`src/rtl/uart_tx_ctrl.sv`:
```
// UART transmit frame controller: start / 8 data / optional parity / stop bits.
// Optional build macro UART_TX_STOP2_EN selects two stop bits instead of one.
module uart_tx_ctrl #(
  parameter int DATA_WIDTH = 8
) (
  input  logic                  CLK,
  input  logic                  RST,
  input  logic [DATA_WIDTH-1:0] P_DATA,
  input  logic                  DATA_VALID,
  input  logic                  PAR_EN,
  input  logic                  PAR_TYP,
  input  logic                  SER_DATA,
  input  logic                  SER_DONE,
  output logic                  SER_EN,
  output logic [DATA_WIDTH-1:0] SER_P_DATA,
  output logic                  TX_OUT,
  output logic                  BUSY
);

  typedef enum logic [2:0] {
    IDLE   = 3'd0,
    START  = 3'd1,
    DATA   = 3'd2,
    PARITY = 3'd3,
    STOP   = 3'd4
  } state_e;

  // DATA is abandoned on its (DATA_WIDTH+1)th cycle if the Serializer never flags done
  localparam logic [3:0] WD_LAST = 4'(DATA_WIDTH);

  state_e                state_q, state_d;
  logic [DATA_WIDTH-1:0] data_q, data_d;
  logic                  par_en_q, par_en_d;
  logic                  par_bit_q, par_bit_d;
  logic [3:0]            wd_cnt_q, wd_cnt_d;
`ifdef UART_TX_STOP2_EN
  logic                  stop_cnt_q, stop_cnt_d;
`endif

  always_ff @(posedge CLK or posedge RST) begin
    if (RST) begin
      state_q   <= IDLE;
      data_q    <= '0;
      par_en_q  <= 1'b0;
      par_bit_q <= 1'b0;
      wd_cnt_q  <= '0;
`ifdef UART_TX_STOP2_EN
      stop_cnt_q <= 1'b0;
`endif
    end else begin
      state_q   <= state_d;
      data_q    <= data_d;
      par_en_q  <= par_en_d;
      par_bit_q <= par_bit_d;
      wd_cnt_q  <= wd_cnt_d;
`ifdef UART_TX_STOP2_EN
      stop_cnt_q <= stop_cnt_d;
`endif
    end
  end

  always_comb begin
    state_d   = state_q;
    data_d    = data_q;
    par_en_d  = par_en_q;
    par_bit_d = par_bit_q;
    wd_cnt_d  = wd_cnt_q;
`ifdef UART_TX_STOP2_EN
    stop_cnt_d = stop_cnt_q;
`endif
    case (state_q)
      IDLE: begin
        if (DATA_VALID) begin
          data_d    = P_DATA;
          par_en_d  = PAR_EN;
          par_bit_d = (^P_DATA) ^ PAR_TYP;
          state_d   = START;
        end
      end
      START: begin
        wd_cnt_d = '0;
        state_d  = DATA;
      end
      DATA: begin
        if (SER_DONE) begin
          state_d = par_en_q ? PARITY : STOP;
        end else if (wd_cnt_q == WD_LAST) begin
          state_d = STOP;
        end else begin
          wd_cnt_d = wd_cnt_q + 4'd1;
        end
      end
      PARITY: begin
        state_d = STOP;
      end
      STOP: begin
`ifdef UART_TX_STOP2_EN
        if (stop_cnt_q) begin
          state_d = IDLE;
        end else begin
          stop_cnt_d = 1'b1;
        end
`else
        state_d = IDLE;
`endif
      end
      default: begin
        state_d = IDLE;
      end
    endcase
`ifdef UART_TX_STOP2_EN
    if ((state_d == STOP) && (state_q != STOP)) begin
      stop_cnt_d = 1'b0;
    end
`endif
  end

  // SER_EN drops in the done cycle so the Serializer does not reload mid-frame
  always_comb begin
    SER_EN = 1'b0;
    TX_OUT = 1'b1;
    case (state_q)
      IDLE: begin
        TX_OUT = 1'b1;
      end
      START: begin
        SER_EN = 1'b1;
        TX_OUT = 1'b0;
      end
      DATA: begin
        SER_EN = ~SER_DONE;
        TX_OUT = SER_DATA;
      end
      PARITY: begin
        TX_OUT = par_bit_q;
      end
      STOP: begin
        TX_OUT = 1'b1;
      end
      default: begin
        TX_OUT = 1'b1;
      end
    endcase
  end

  assign BUSY       = (state_q != IDLE);
  assign SER_P_DATA = data_q;

endmodule

```
`config.mk`:
```
export PLATFORM = sky130hd
export DESIGN_NAME = uart_tx_ctrl
export DESIGN_NICKNAME = d
export VERILOG_FILES = /design/src/rtl/uart_tx_ctrl.sv
export SDC_FILE = /design/constraint.sdc
export NUM_CORES = 1
export LEC_CHECK = 0
export CELL_PAD_IN_SITES_DETAIL_PLACEMENT = 1
export CELL_PAD_IN_SITES_GLOBAL_PLACEMENT = 1
export CORE_MARGIN = 2
export CORE_UTILIZATION = 32
export DETAILED_ROUTE_END_ITERATION = 7
export PLACE_DENSITY_LB_ADDON = 0.05
export SETUP_SLACK_MARGIN = 0.1
export SYNTH_ARGS = -nofsm -noshare
export SYNTH_HDL_FRONTEND = slang
export SYNTH_SLANG_ARGS = --single-unit
```
`constraint.sdc`:
```
create_clock -name CLK -period 1.3 [get_ports CLK]
set_input_delay 0.26 -clock CLK [delete_from_list [all_inputs] [get_ports CLK]]
set_output_delay 0.26 -clock CLK [all_outputs]
set_load 0.01 [all_outputs]
```
==> impl_metrics.py <==
metrics = {
    "outcome": {
        "status": "finished with violations",
        "violations": "negative setup slack",
    },
    "yosys": {
        "synth_top_area_cell": "dfrtp_1",
        "syn_inst": 74,
        "synthTopCellsByArea": "dfrtp_1 49%, mux2_2 12%, xnor2_1 5.0%, xor2_1 3.0%, ha_1 2.9%",
        "yosysTopAreaCellShare": 0.485,
        "yosysSeqAreaShare": 0.485,
        "synth_warnings": 0,
        "syn_nets": 91,
        "ys_ff_latch": 17,
        "syn-cell-area_um2": 877,
        "synth_cell_types": 27,
        "syn_area_per_cell_um2": 11.9,
    },
    "clock_tree": {
        "ctsHoldBuffers": 0,
        "h-tree-depth": 1,
        "clkTransAtPathRegs_ns": 0.11,
        "cts_root_buffer": "clkbuf_4",
        "cts_sinks": 17,
        "clock_latency_ns": 0.29,
        "tritoncts.num_buffers": 3,
        "cts_max_path_buffers": 2,
        "cts_tree": "built",
    },
    "place": {
        "placed_area_um2": 1320,
        "io_buffers": 25,
        "dpl.hpwl_um": 1520,
        "gp_congestion": 0.711,
    },
    "worst_setup_path": {
        "crit_arrival_ns": 1.38,
        "worst-endpoint-required_ns": 1.04,
        "cp_max_fo": 7,
        "r2r_cells": 5,
        "end_kind": "output pin",
        "crit_path_max_incr_delay_ns": 0.39,
        "path_class": "reg -> out",
        "crit_path_frequent_cell": "buf_6",
        "worst_setup_path_start_kind": "flip-flop",
        "critical_path.slowest_cell": "dfrtp_1",
        "cp_cell_sequence": "buf_6 > nor3b_4 > a21oi_2 > or2_4 > buf_6",
    },
    "sta": {
        "relSlewSlack": 0.849,
        "fin_crit_sh": 1.26,
        "final-max-slew-violation-count": 0,
        "hold_violations": 0,
        "tns_ns": -3.06,
        "tightest_slew_ns": 0.226,
        "fmax_mhz": 610,
        "skew_ns": 0.00624,
        "rsz0062_at_grt": "true",
        "setup_violations": 17,
        "layout_setup_ws_ns": -0.340,
        "period_minus_slack_ns": 1.64,
    },
    "finish": {
        "diodes": 0,
        "area_growth_pct": 63.3,
        "finalNetCount": 139,
        "drive_gt1_frac": 0.537,
        "final_common_cell": "buf_4",
        "final_cell_mix": "19 x buf_4, 16 x dfrtp_1, 14 x clkdlybuf4s50_1",
        "final_cell_area_um2": 1430,
    },
    "floorplanning": {
        "die-area_um2": 3180,
        "core_um2": 2540,
        "row_count": 18,
        "initial_core_util": 0.345,
        "dieHeight_um": 56.4,
        "die_width_um": 56.4,
        "top_level_ports": 26,
    },
    "power": {
        "seqPwrFrac": 0.317,
        "power_frac_comb": 0.585,
        "swShare": 0.345,
        "powerDensity_nw_per_um2": 2080,
        "power_switching_mw": 1.03,
        "max-vdd-ir-drop_mv": 1.07,
        "leakage_nw": 0.667,
        "internal-power_mw": 1.95,
        "p_clk_frac": 0.098,
    },
    "routing": {
        "dr.pass1.iters": 3,
        "post_drt_wl_per_cell_um": 13.3,
        "via_per_inst": 4.72,
        "vias": 713,
        "drt_iter0_markers": 16,
        "drc": 0,
        "wirelength_um": 2010,
        "drtAntennaViolNets": 0,
    },
    "global_route": {
        "grt_pass1_vias": 779,
        "grt_start_max_net_pins": 18,
        "track_usage": 0.146,
        "grt_pass1_wl_um": 3550,
        "grt_overflow": 0,
        "antenna_found_initial": 0,
    },
    "worst_hold_path": {
        "hold_path_class": "in -> async",
    },
    "flow_run": {
        "cap_violations": 0,
    },
}
## synth_stat cells
master	n
mux2_4	1
inv_1	3
nand4_1	1
nor2b_1	1
buf_4	1
nand2_1	3
a21oi_1	2
or2_2	2
or3b_1	1
o21ai_0	1
ha_1	2
mux2_2	9
nand2b_1	2
nand3_1	4
buf_2	2
nor3_1	1
nand3b_1	1
nor3b_1	3
dfrtp_1	17
nor4b_4	1
nor2_1	4
or3_1	1
a31oi_1	1
mux2i_1	1
xnor2_1	5
xnor3_1	1
xor2_1	3
## cell type report
class / count / area (µm²)
inverter: 3 / 11.3
multi-input combinational: 51 / 548
sequential: 17 / 427
clock inverter: 1 / 5.00
timing repair buffer: 46 / 382
tap: 30 / 37.5
fill: 279 / 1110
clock buffer: 3 / 22.5
## kinds of logic after synthesis
group | count (synthesis) | share of synthesized area
and+or+nand+nor | 25 | 0.180
DFF | 17 | 0.485
muxes | 11 | 0.144
xor gates and xnor gates | 9 | 0.106
buffers and inverters | 6 | 0.0328
AOI/OAI and AO/OA | 4 | 0.0243
adders and majority gates | 2 | 0.0285
## power by group through the flow
stage / combinational [mW] / clock, mW / sequential (mW)
global placement: 1.62 / 0 / 0.931
global route: 1.90 / 0.331 / 0.979
detailed placement: 1.64 / 0 / 0.931
CTS: 1.72 / 0.303 / 0.936
finish: 1.74 / 0.291 / 0.944
floorplan: 0.893 / 0 / 0.953
## worst max-delay path, delay by kind of cell (launching register included)
family	cells	cell delay, ns
compound gates	1	0.04
buf+inv	2	0.25
flops	1	0.39
simple gates	2	0.41
## sequential cells by signal (all words and copies together) (netlist names)
name / flops
SER_P_DATA: 8
wd_cnt_q: 4
state_q: 3
par_bit_q: 1
par_en_q: 1
## routing by layer
metal | vias to the layer above | routed length [µm] | GRT usage
met3 | 4 | 85 | 0.0323
met4 | 0 | 34 | 0.0612
met1 | 343 | 872 | 0.177
met2 | 18 | 1020 | 0.247
li1 | 348 | - | -
met5 | - | 0 | 0
## path summary, 6_finish.rpt
path                            slack [ns]           from             to
worst max register to register       -0.20     state_q[1]  SER_P_DATA[2]
worst max-delay path                 -0.34     state_q[1]         TX_OUT
max in group asynchronous             0.81            RST     state_q[0]
worst min register to register        0.53  SER_P_DATA[1]  SER_P_DATA[1]
min in group CLK                      0.53  SER_P_DATA[1]  SER_P_DATA[1]
worst min-delay path                  0.27            RST  SER_P_DATA[0]
## stage by stage
stage          hold slack [ns]   util  power [mW]  setup WS (ns)  cells
2_1_floorplan            0.186      -        1.85        -0.0262     74
3_3_place_gp             0.494  0.520        2.55         -0.677    142
3_5_place_dp             0.498  0.520        2.57         -0.683    142
4_1_cts                  0.283  0.560        2.96         -0.352    150
5_1_grt                  0.288  0.563        3.21         -0.436    151
6_report                 0.275  0.563        2.97         -0.340    151
## timing repair
action / in CTS / in global routing
resized for setup: 41 / 17
pin swaps: 8 / 6
setup buffers: 5 / 2
setup endpoints to repair: 27 / 27
(Power assumes the default switching activity.)
